### config.mk
export PLATFORM = sky130hd
export DESIGN_NAME = if_fetch_flat
export DESIGN_NICKNAME = d
export VERILOG_FILES = /design/src/rtl/if_fetch_if.sv /design/src/rtl/if_fetch.sv /design/src/flat_wrapper.sv
export SDC_FILE = /design/constraint.sdc
export NUM_CORES = 1
export LEC_CHECK = 0
export BUFFER_PORTS_ARGS = -buffer_cell sky130_fd_sc_hd__buf_2
export CAP_MARGIN = 30
export CORE_MARGIN = 4
export CORE_UTILIZATION = 40
export DETAILED_ROUTE_END_ITERATION = 10
export PLACE_DENSITY_LB_ADDON = 0.25
export SLEW_MARGIN = 20
export SYNTH_ARGS = -nofsm -noshare
export SYNTH_HDL_FRONTEND = slang
export SYNTH_SLANG_ARGS = --single-unit
### constraint.sdc
create_clock -name clk -period 3.45 [get_ports clk]
set_clock_uncertainty 0.15 [all_clocks]
set_input_delay 0.345 -clock clk [delete_from_list [all_inputs] [get_ports clk]]
set_output_delay 0.345 -clock clk [all_outputs]
set_load 0.1 [all_outputs]
### src/rtl/if_fetch_if.sv
// Instruction-memory bus between the fetch stage (master) and a synchronous
// instruction memory (slave). Read data is returned the cycle after imem_en.
interface if_fetch_if #(
  parameter int unsigned IMEM_AW = 10
);
  logic               imem_en;
  logic [IMEM_AW-1:0] imem_addr;
  logic [31:0]        imem_data;

  modport master (
    output imem_en,
    output imem_addr,
    input  imem_data
  );

  modport slave (
    input  imem_en,
    input  imem_addr,
    output imem_data
  );
endinterface

### src/rtl/if_fetch.sv
// Instruction-fetch stage: owns the fetch PC, drives the instruction memory and
// presents one instruction per cycle, with stall hold, redirect kill and halt/resume.
module if_fetch #(
  parameter logic [31:0] RESET_PC = 32'h0000_0000,
  parameter int unsigned IMEM_AW  = 10
) (
  input  logic        clk,
  input  logic        rst,
  input  logic        Stall,
  input  logic        Redirect,
  input  logic [31:0] Redirect_PC,
  input  logic        Halt,
  input  logic        Go,
  if_fetch_if.master  imem,
  output logic [31:0] PC_out,
  output logic [31:0] PC4_out,
  output logic [31:0] IR_out,
  output logic        Effective_out,
  output logic        Halted
);

  typedef enum logic [0:0] {StFetch, StHalted} state_e;

  state_e      state_q, state_d;
  logic [31:0] f_pc_q, f_pc_d;
  logic        resp_valid_q, resp_valid_d;
  logic [31:0] resp_pc_q, resp_pc_d;
  logic        hold_valid_q, hold_valid_d;
  logic [31:0] hold_ir_q, hold_ir_d;
  logic        issue;

  always_comb begin
    state_d      = state_q;
    f_pc_d       = f_pc_q;
    resp_valid_d = resp_valid_q;
    resp_pc_d    = resp_pc_q;
    hold_valid_d = hold_valid_q;
    hold_ir_d    = hold_ir_q;
    issue        = 1'b0;
    if (rst) begin
      state_d      = StFetch;
      f_pc_d       = RESET_PC;
      resp_valid_d = 1'b0;
      resp_pc_d    = 32'h0;
      hold_valid_d = 1'b0;
      hold_ir_d    = 32'h0;
    end else if (Redirect) begin
      // Kill the wrong-path response; state (including HALTED) is kept.
      f_pc_d       = Redirect_PC & ~32'd3;
      resp_valid_d = 1'b0;
      hold_valid_d = 1'b0;
    end else if (state_q == StHalted) begin
      if (Go && !Halt) state_d = StFetch;
    end else if (Halt) begin
      state_d      = StHalted;
      resp_valid_d = 1'b0;
      hold_valid_d = 1'b0;
    end else if (Stall) begin
      // Memory data is only guaranteed in the first stalled cycle; keep it.
      if (resp_valid_q && !hold_valid_q) begin
        hold_ir_d    = imem.imem_data;
        hold_valid_d = 1'b1;
      end
    end else begin
      issue        = 1'b1;
      resp_pc_d    = f_pc_q;
      resp_valid_d = 1'b1;
      hold_valid_d = 1'b0;
      f_pc_d       = f_pc_q + 32'd4;
    end
  end

  always_ff @(posedge clk) begin
    state_q      <= state_d;
    f_pc_q       <= f_pc_d;
    resp_valid_q <= resp_valid_d;
    resp_pc_q    <= resp_pc_d;
    hold_valid_q <= hold_valid_d;
    hold_ir_q    <= hold_ir_d;
  end

  assign imem.imem_en   = issue;
  assign imem.imem_addr = f_pc_q[IMEM_AW+1:2];

  always_comb begin
    PC_out        = 32'h0;
    PC4_out       = 32'h0;
    IR_out        = 32'h0;
    Effective_out = 1'b0;
    if (resp_valid_q) begin
      PC_out        = resp_pc_q;
      PC4_out       = resp_pc_q + 32'd4;
      IR_out        = hold_valid_q ? hold_ir_q : imem.imem_data;
      Effective_out = 1'b1;
    end
  end

  assign Halted = (state_q == StHalted);

endmodule

### src/flat_wrapper.sv
// flat-port wrapper written by rule: the top's interface ports become plain ports
module if_fetch_flat 
#(
  parameter logic [31:0] RESET_PC = 32'h0000_0000,
  parameter int unsigned IMEM_AW  = 10
)
  (clk, rst, Stall, Redirect, Redirect_PC, Halt, Go, PC_out, PC4_out, IR_out, Effective_out, Halted, imem_imem_en, imem_imem_addr, imem_imem_data);
  if_fetch_if #(.IMEM_AW(IMEM_AW)) imem_i ();
  input  logic clk;
  input  logic rst;
  input  logic Stall;
  input  logic Redirect;
  input  logic [31:0] Redirect_PC;
  input  logic Halt;
  input  logic Go;
  output logic [31:0] PC_out;
  output logic [31:0] PC4_out;
  output logic [31:0] IR_out;
  output logic Effective_out;
  output logic Halted;
  output wire logic [$bits(imem_i.imem_en)-1:0] imem_imem_en;
  output wire logic [$bits(imem_i.imem_addr)-1:0] imem_imem_addr;
  input wire logic [$bits(imem_i.imem_data)-1:0] imem_imem_data;
  assign imem_imem_en = imem_i.imem_en;
  assign imem_imem_addr = imem_i.imem_addr;
  assign imem_i.imem_data = imem_imem_data;
  if_fetch #(.RESET_PC(RESET_PC), .IMEM_AW(IMEM_AW)) u_core (.clk(clk), .rst(rst), .Stall(Stall), .Redirect(Redirect), .Redirect_PC(Redirect_PC), .Halt(Halt), .Go(Go), .imem(imem_i), .PC_out(PC_out), .PC4_out(PC4_out), .IR_out(IR_out), .Effective_out(Effective_out), .Halted(Halted));
endmodule
# --- After elaboration in Yosys (flattened, before gate mapping) ---
# Cells that the tools add are included.
word_totals:
  word_cells: 51
  out_inout_bits: 109
  regBits: 99
  in_bits: 70
classes:
  n_eq_ne: 5
  n_addsub: 2
  bitwise: 4
  reduce_logical: 11
  mux: 22
op_table:
  columns: ["cell", "n"]
  rows:
  - ["32-bit 2-to-1 mux", 8]
  - ["32-bit by 3-bit adder with 32-bit output (second input constant)", 2]
  - ["1-bit 2-to-1 mux", 14]
  - ["3-bit AND reduction", 2]
  - ["5-bit AND reduction", 1]
  - ["2-bit by 1-bit inequality test with 1-bit output (second input constant)", 2]
  - ["2-bit inequality test (second input constant)", 2]
  - ["1-bit NOT", 4]
  - ["2-bit AND reduction", 2]
  - ["4-bit AND reduction", 1]
  - ["3-bit by 1-bit inequality test with 1-bit output (second input constant)", 1]
  - ["1-bit logical AND", 2]
  - ["1-bit zero test", 2]
  - ["2-bit OR reduction", 1]

# --- Logic depth before layout (Yosys ltp) ---
# Gate-level depths: netlist of the first run.
logic_depth:
  depth_word: 5
  mapped_depth: 7
  ltp_nobuf: 5

# --- Worst setup path before layout of the first run ---
# No wires, ideal clock.
synth_path:
  path_kind: "register to output"
  startpoint: "reg u_core.state_q (netlist: u_core.Halted)"
  endpoint: "out imem_imem_en"
  path_buffers: 1
  setup_slack_ns: -0.483
  required_ns: 2.955
  path_stages_with_launch: 4
  arrival_time_ns: 3.438
  cell_sequence: "dfxtp_1 -> or3_1 -> clkbuf_1 -> nor3_1"
synth_between:
  elab_chain_len: 3
synth_rtl:
  columns: ["element", "line_no", "rtl"]
  rows:
  - ["from (decl)", "if_fetch.sv:24", "state_e state_q, state_d;"]
  - ["from (signal assigned)", "if_fetch.sv:74", "state_q <= state_d;"]
  - ["1-bit 2-to-1 mux", "if_fetch.sv:52", "end else if (state_q == StHalted) begin"]
  - ["1-bit 2-to-1 mux", "if_fetch.sv:47", "end else if (Redirect) begin"]
  - ["1-bit 2-to-1 mux", "if_fetch.sv:40", "if (rst) begin"]
  - ["to (decl)", "flat_wrapper.sv:21", "output wire logic [$bits(imem_i.imem_en)-1:0] imem_imem_en;"]
# Every way passes these cells.

# --- Worst setup path in the final report of the first run ---
layout_path:
  startpoint: "reg u_core.resp_pc_q[14]"
  endpoint: "out PC4_out[31]"
layout_between:
  elab_chain_len: 2
layout_rtl:
  columns: ["element", "line_no", "rtl"]
  rows:
  - ["from (decl)", "if_fetch.sv:27", "logic [31:0] resp_pc_q, resp_pc_d;"]
  - ["from (signal assigned)", "if_fetch.sv:77", "resp_pc_q <= resp_pc_d;"]
  - ["32-bit by 3-bit adder with 32-bit output", "if_fetch.sv:92", "PC4_out = resp_pc_q + 32'd4;"]
  - ["32-bit 2-to-1 mux", "if_fetch.sv:90", "if (resp_valid_q) begin"]
  - ["to (decl)", "flat_wrapper.sv:17", "output logic [31:0] PC4_out;"]
# Every way passes these cells.

==> results.md, run 1 <==
* Status: finished clean
* Drt drc at 0
* CP cell instances: nand4_1 -> or4_4 -> nor4_1 -> mux2_2 -> buf_2
* Max Slew Vio Count at 0
* Setup Viol. Count Final at 0
* Yosys top cell area share at 0.339
* Vias in the first global route at 5105
* Via Count at 5752
* Async SR Flop Fraction at 0
* DRT iter0 DRCs at 460
* Pwr dens at roughly 400 nW/um^2
* Slew headroom at 0.577
* Placed cell count at 1059
* CTS tree: done
* CORE AREA at 13500 um^2
* Number of clock sinks at 95
* Layout fillers at around 1400
* Worst path required time at 2.95 ns
* Chip width at 126 um
* CP Max Fanout at 15
* Worst setup EP type: primary output
* H-tree depth at 3
* Final #Nets at 966
* Measured slew at the worst slew-check pin at 0.635 ns
* Fin. Hold Viols at 0
* Worst min path class: primary input to flop
* Antenna-violating nets left at 0
* Layout cell share with drive strength beyond 1 at 0.247
* Gpl congestion at 0.863
* Most frequent cells after synthesis: 151 x nand2_1, 95 x dfxtp_1, 85 x a21oi_1, 84 x nor2_1, 47 x clkbuf_1
* WS Path Type: flop to primary output
* Synth top area cells: dfxtp_1 34%, nand2_1 10%, a21oi_1 7.6%
* Nature of the critical path startpoint: flop
* Hold WS at 0.0870 ns
* Cell Area, Placed at roughly 6500 um^2
* I/O pins at 179
* Post-synthesis cell area at between 5000 and 6000 um^2
* Die ar. at 16000 um^2
* Fmax at roughly 0.3 GHz
* Via density at 5.35
* PortBufs at 172
* Antenna diodes at 0
* Mean Syn Cell Area at ~7.3 um^2
* Total CTS buffers at 9
* Post-synth top area cell: dfxtp_1
* Global-route wire length before repair at 25700 um
* Top_reg_cell synth: dfxtp_1
* Initial core utilization at 0.415
* Cell area after layout at a little under 7000 um^2
* Seq cells post-synth at 95
* Unrepaired setup endpoints after global routing: no
* Post-detailed-route wirelength per cell at 14.9 um
* Dpl hpwl at 11600 um
* Synth warn at 0
* Grt ovf at 0
* Worst-skew pair later-pin latency at around 0.35 ns
* Clock Tree Buf Depth at 2
* Initial DRT Pass Iterations at 6
* Setup TNS Final at 0 ns
* Initial antenna violation count at 0
* Tmin final at about 3.3 ns
* P&R area growth vs syn at 22.7%
* CP max-delay cell: or4_4
* Overall power at 2.72 mW
* Max incr delay on CP at roughly 0.63 ns
* Total global-route track usage at 0.192
* Period Utilization, post-route at 0.944
* Seq/Total Area, Yosys at 0.339
* Max VDD drop at 0.238 mV
* Dominant cell by count in the synthesized netlist: nand2_1
* Row count at 42
* Gate count of the mapped netlist at 763
* WL final at about 16000 um
* MaxCap Viol Count at 0
* Post-CTS setup buffers at 0
* Fin cells at 1075
* Data arrival time of the critical path at around 2.8 ns
* Largest net degree at the start of global routing at 46
* Clk slew on worst S/H paths at roughly 0.07 ns
* Chip height at roughly 130 um
* Lkg Pwr at 2.62 nW
* Netlist cell types at between 50 and 60
* Number of synthesized flops with an enable pin at 0
* Root Driver: clkbuf_16
-- layout by cell type, fill, tap and decap left out, drive strengths merged, types with 8 or more instances in the layout --
cell type,synthesis,layout
buf,21,183
nand2,151,151
dfxtp,95,95
a21oi,85,85
nor2,84,84
mux2i,32,32
and2,27,27
nand3,20,20
o31ai,19,19
nand4,19,19
or4,19,19
o21ai,15,15
or3,15,15
and4,15,15
a311oi,13,13
inv,12,13
xor2,12,12
a211oi,11,11
clkbuf,47,11
nor3,9,9
nor4,8,8
-- registers in the layout (all words and copies together) (netlist names) --
register / flops
u_core.Halted: 1
u_core.f_pc_q: 30
u_core.hold_valid_q: 1
u_core.resp_valid_q: 1
u_core.hold_ir_q: 32
u_core.resp_pc_q: 30
-- cell type report --
class                           instances  area, um^2  share of cell area
Tap cell                              176         220              0.0320
Clock buffer                            9         225              0.0327
Sequential cell                        95        1900               0.277
Multi-Input combinational cell        590        3370               0.490
Timing Repair Buffer                  185         988               0.144
Inverter                               13        48.8             0.00709
Clock inverter                          7         120              0.0175
-- critical path, delay by kind of cell (launching register included) --
family                 cells  cell delay (ns)
and+or+nand+nor            3             1.27
buffers and inverters      1             0.29
DFF                        1             0.46
muxes                      1             0.39
-- cell families after synthesis --
group | synth area share
other cells | 0.000669
xor+xnor | 0.0266
compound gates | 0.168
fa+ha+maj | 0.00446
buf+inv | 0.0645
simple gates | 0.337
flops | 0.339
mux | 0.0591
-- where the power goes --
part | leakage (nW) | internal, mW | switching, mW
logic | 1.68 | 0.0995 | 0.290
clock network | 0.166 | 0.711 | 0.435
registers | 0.774 | 1.13 | 0.0586
-- layer usage --
metal  routed length (um)  vias to the layer above  part of all wire  track usage
li1                     -                     2947                 -            -
met1                 7850                     2607              0.49        0.285
met2                 6880                      185              0.43        0.284
met3                 1150                       13             0.072       0.0399
met4                  165                        0             0.010       0.0479
met5                    0                        -                 0            0
-- stage by stage --
| step | worst slack, ns | utilization |
|---|---|---|
| 2_1_floorplan | -0.0889 | - |
| 3_3_place_gp | 0.508 | 0.480 |
| 5_1_grt | 0.0398 | 0.509 |
| 3_5_place_dp | 0.513 | 0.483 |
| 4_1_cts | 0.129 | 0.509 |
| 6_report | 0.193 | 0.509 |
-- path summary, 6_finish.rpt --
check | start | to | slack (ns) | cells past startpoint
worst max-delay path | u_core.resp_pc_q[14] | PC4_out[31] | 0.19 | 5
worst min-delay path | imem_imem_data[18] | u_core.hold_ir_q[18] | 0.09 | 3
worst max register to register | u_core.Halted | u_core.f_pc_q[19] | 0.92 | 4
worst min register to register | u_core.hold_ir_q[19] | u_core.hold_ir_q[19] | 0.30 | 2
-- repair_timing --
item                       4_1_cts  5_1_grt
hold buffers                     0        0
setup endpoints to repair        0        3
resized for setup                0        3
Note: power is estimated with default switching activity, not from simulation.
==> run 2: changes to the inputs <==
CORE_ASPECT_RATIO = 0.9   (was unset)
clock period = 3.5 ns   (was 3.45 ns; I/O delays follow)
==> run 2 against run 1 <==
- count of clock-buffer cells in the layout up 1
- non-clock buffer count grew 1
- worst hold slack improved by 0.013 ns
- largest cell class unchanged
- global-route usage increased by 0.35 points
- design area fell by 0.18%
- largest power group unchanged
- combinational power down 1%
- sequential cell count unchanged
- sequential share of layout area is 0.050 points higher
- sequential power barely moved
==> results.md, run 2 (synthesis results as in run 1) <==
* Period Utilization, post-route at 0.946
* Status: finished clean
* Worst Path Buf+Inv at 1
* Max FFs per register at 32
* Post-detailed-route wirelength per cell at 15.2 um
* Tmin final at between 3 and 4 ns
* Placed cell count at around 1100
* P&R area growth vs syn at 22.5%
* Fin cells at approximately 1100
* Pwr dens at between 300 and 400 nW/um^2
* Worst min path class: primary input to flop
* Flop-to-flop setup slack at 0.98 ns
* Slew headroom at 0.540
* Grt ovf at 0
* Max incr delay on CP at 0.58 ns
* Met1 usage at 0.304
* CP cell instances: ha_1 -> and4_1 -> nand3_1 -> or4_1 -> a21oi_1 -> buf_2
* Setup Viol. Count Final at 0
* GR Util met2 at 0.275
* Setup TNS Final at 0 ns
* Fmax at between 0.3 and 0.4 GHz
* MaxCap Viol Count at 0
* Layout cell share with drive strength beyond 1 at 0.244
* Measured slew at the worst slew-check pin at 0.690 ns
* Most frequent cells in the layout: 170 x buf_2, 151 x nand2_1, 94 x dfxtp_1
* Chip height at roughly 120 um
* Chip width at between 100 and 150 um
* CTS tree: done
* Dpl hpwl at 11800 um
* Clock Tree Buf Depth at 2
* Max Slew Vio Count at 0
* Worst Reg-to-Reg Cells at 4
* Area of the multi-input gates at 3370 um^2
* Unrepaired setup endpoints after global routing: no
* CP Max Fanout at 15
* Largest net degree at the start of global routing at 42
* Row count at 40
* Via density at approximately 5.4
* CORE AREA at 13500 um^2
* Reg area at approximately 1900 um^2
* Antenna-violating nets left at 0
* FF-to-FF End: u_core.f_pc_q[19]
* Worst Setup EP: PC4_out[28]
* PortBufs at 172
* Worst path required time at 3.00 ns
* Post-CTS setup buffers at 0
* Gpl congestion at ~0.8
* Number of clock sinks at 95
* Top reg by flops: u_core.hold_ir_q
* Max VDD drop at 0.300 mV
* Commonest non-fill, non-tap cell in the layout: buf_2
* CP max-delay cell: or4_1
* Root Driver: clkbuf_16
* DRT iter0 DRCs at 387
* Die ar. at about 16000 um^2
* Worst-skew pair later-pin latency at 0.34 ns
* Setup crit start: u_core.resp_pc_q[2]
* Clk slew on worst S/H paths at 0.07 ns
* H-tree depth at 3
* WL final at 16200 um
* Data arrival time of the critical path at 2.81 ns
* Drt drc at 0
* Fin. Hold Viols at 0
* WS Path Type: flop to primary output
* Initial core utilization at 0.415
* Nature of the critical path startpoint: flop
* Reg2Reg Launch Point: u_core.f_pc_q[5]
* Initial antenna violation count at 0
* Vias in the first global route at slightly below 5000
* Total global-route track usage at 0.196
* Top Usage Layer GRT: met1
* Layout fillers at 1394
* Via Count at roughly 5700
* Lkg Pwr at between 2 and 3 nW
* Antenna diodes at 0
* Total CTS buffers at 9
* Final #Nets at slightly below 1000
* Global-route wire length before repair at 26100 um
* CP top delay family: simple AND/OR/NAND/NOR gates
* Worst setup EP type: primary output
* I/O pins at 179
* Initial DRT Pass Iterations at 4
* Stages on the worst setup path at 6
* Met3 global-route usage at 0.0437
* Registers with the most flip-flops: u_core.hold_ir_q: 32 flops, u_core.f_pc_q: 30 flops, u_core.resp_pc_q: 30 flops
run 2: worst reg2reg max path, cell delays in order, from the launching register on:
cell,delay [ns]
dfxtp_1,0.52
and4_2,0.35
nand4_1,0.45
or4_1,0.66
a311oi_1,0.30
run 2: worst min path at each step:
| stage | startpoint | end | slack (ns) | depth (start not counted) |
|---|---|---|---|---|
| final | imem_imem_data[9] | u_core.hold_ir_q[9] | 0.10 | 3 |
| after CTS | imem_imem_data[9] | u_core.hold_ir_q[9] | 0.09 | 3 |
| after floorplan | u_core.hold_ir_q[0] | u_core.hold_ir_q[0] | 0.29 | 2 |
| after global placement | u_core.hold_ir_q[22] | u_core.hold_ir_q[22] | 0.29 | 2 |
| after global routing | imem_imem_data[9] | u_core.hold_ir_q[9] | 0.09 | 3 |
| after detailed placement | u_core.hold_ir_q[1] | u_core.hold_ir_q[1] | 0.30 | 2 |
run 2: final cells by class:
cell class                 instances  share of cell area
multi-input combinational        590               0.490
sequential                        95               0.277
timing repair buffer             186               0.148
clock buffer                      10              0.0333
tap                              168              0.0306
clock inverter                     6              0.0135
inverter                          13             0.00711
run 2: report_power, final:
part / internal [mW] / leakage [nW] / switching, mW
registers: 1.11 / 0.774 / 0.0603
logic: 0.0985 / 1.69 / 0.287
clock network: 0.630 / 0.149 / 0.424
total: 1.84 / 2.61 / 0.771
run 2: timing repair:
| item | CTS | global route |
|---|---|---|
| hold endpoints to repair | 0 | 0 |
| hold buffers | 0 | 0 |
| gates resized for setup | 0 | 2 |
| setup endpoints to repair | 0 | 2 |
run 2: metal layers:
metal | vias up | share of wire
li1 | 2935 | -
met1 | 2610 | 0.50
met2 | 175 | 0.42
met3 | 8 | 0.067
met4 | 0 | 0.0068
met5 | - | 0
run 2: per-stage QoR:
stage | worst slack (ns) | util | total power, mW | instance area (um^2) | hold WS [ns]
2_1_floorplan | -0.0439 | - | 1.48 | 5630 | 0.286
3_3_place_gp | 0.566 | 0.479 | 1.58 | 6470 | 0.293
3_5_place_dp | 0.562 | 0.484 | 1.58 | 6540 | 0.298
4_1_cts | 0.182 | 0.508 | 2.64 | 6860 | 0.0884
5_1_grt | 0.00995 | 0.508 | 2.72 | 6870 | 0.0897
6_report | 0.189 | 0.508 | 2.61 | 6870 | 0.100
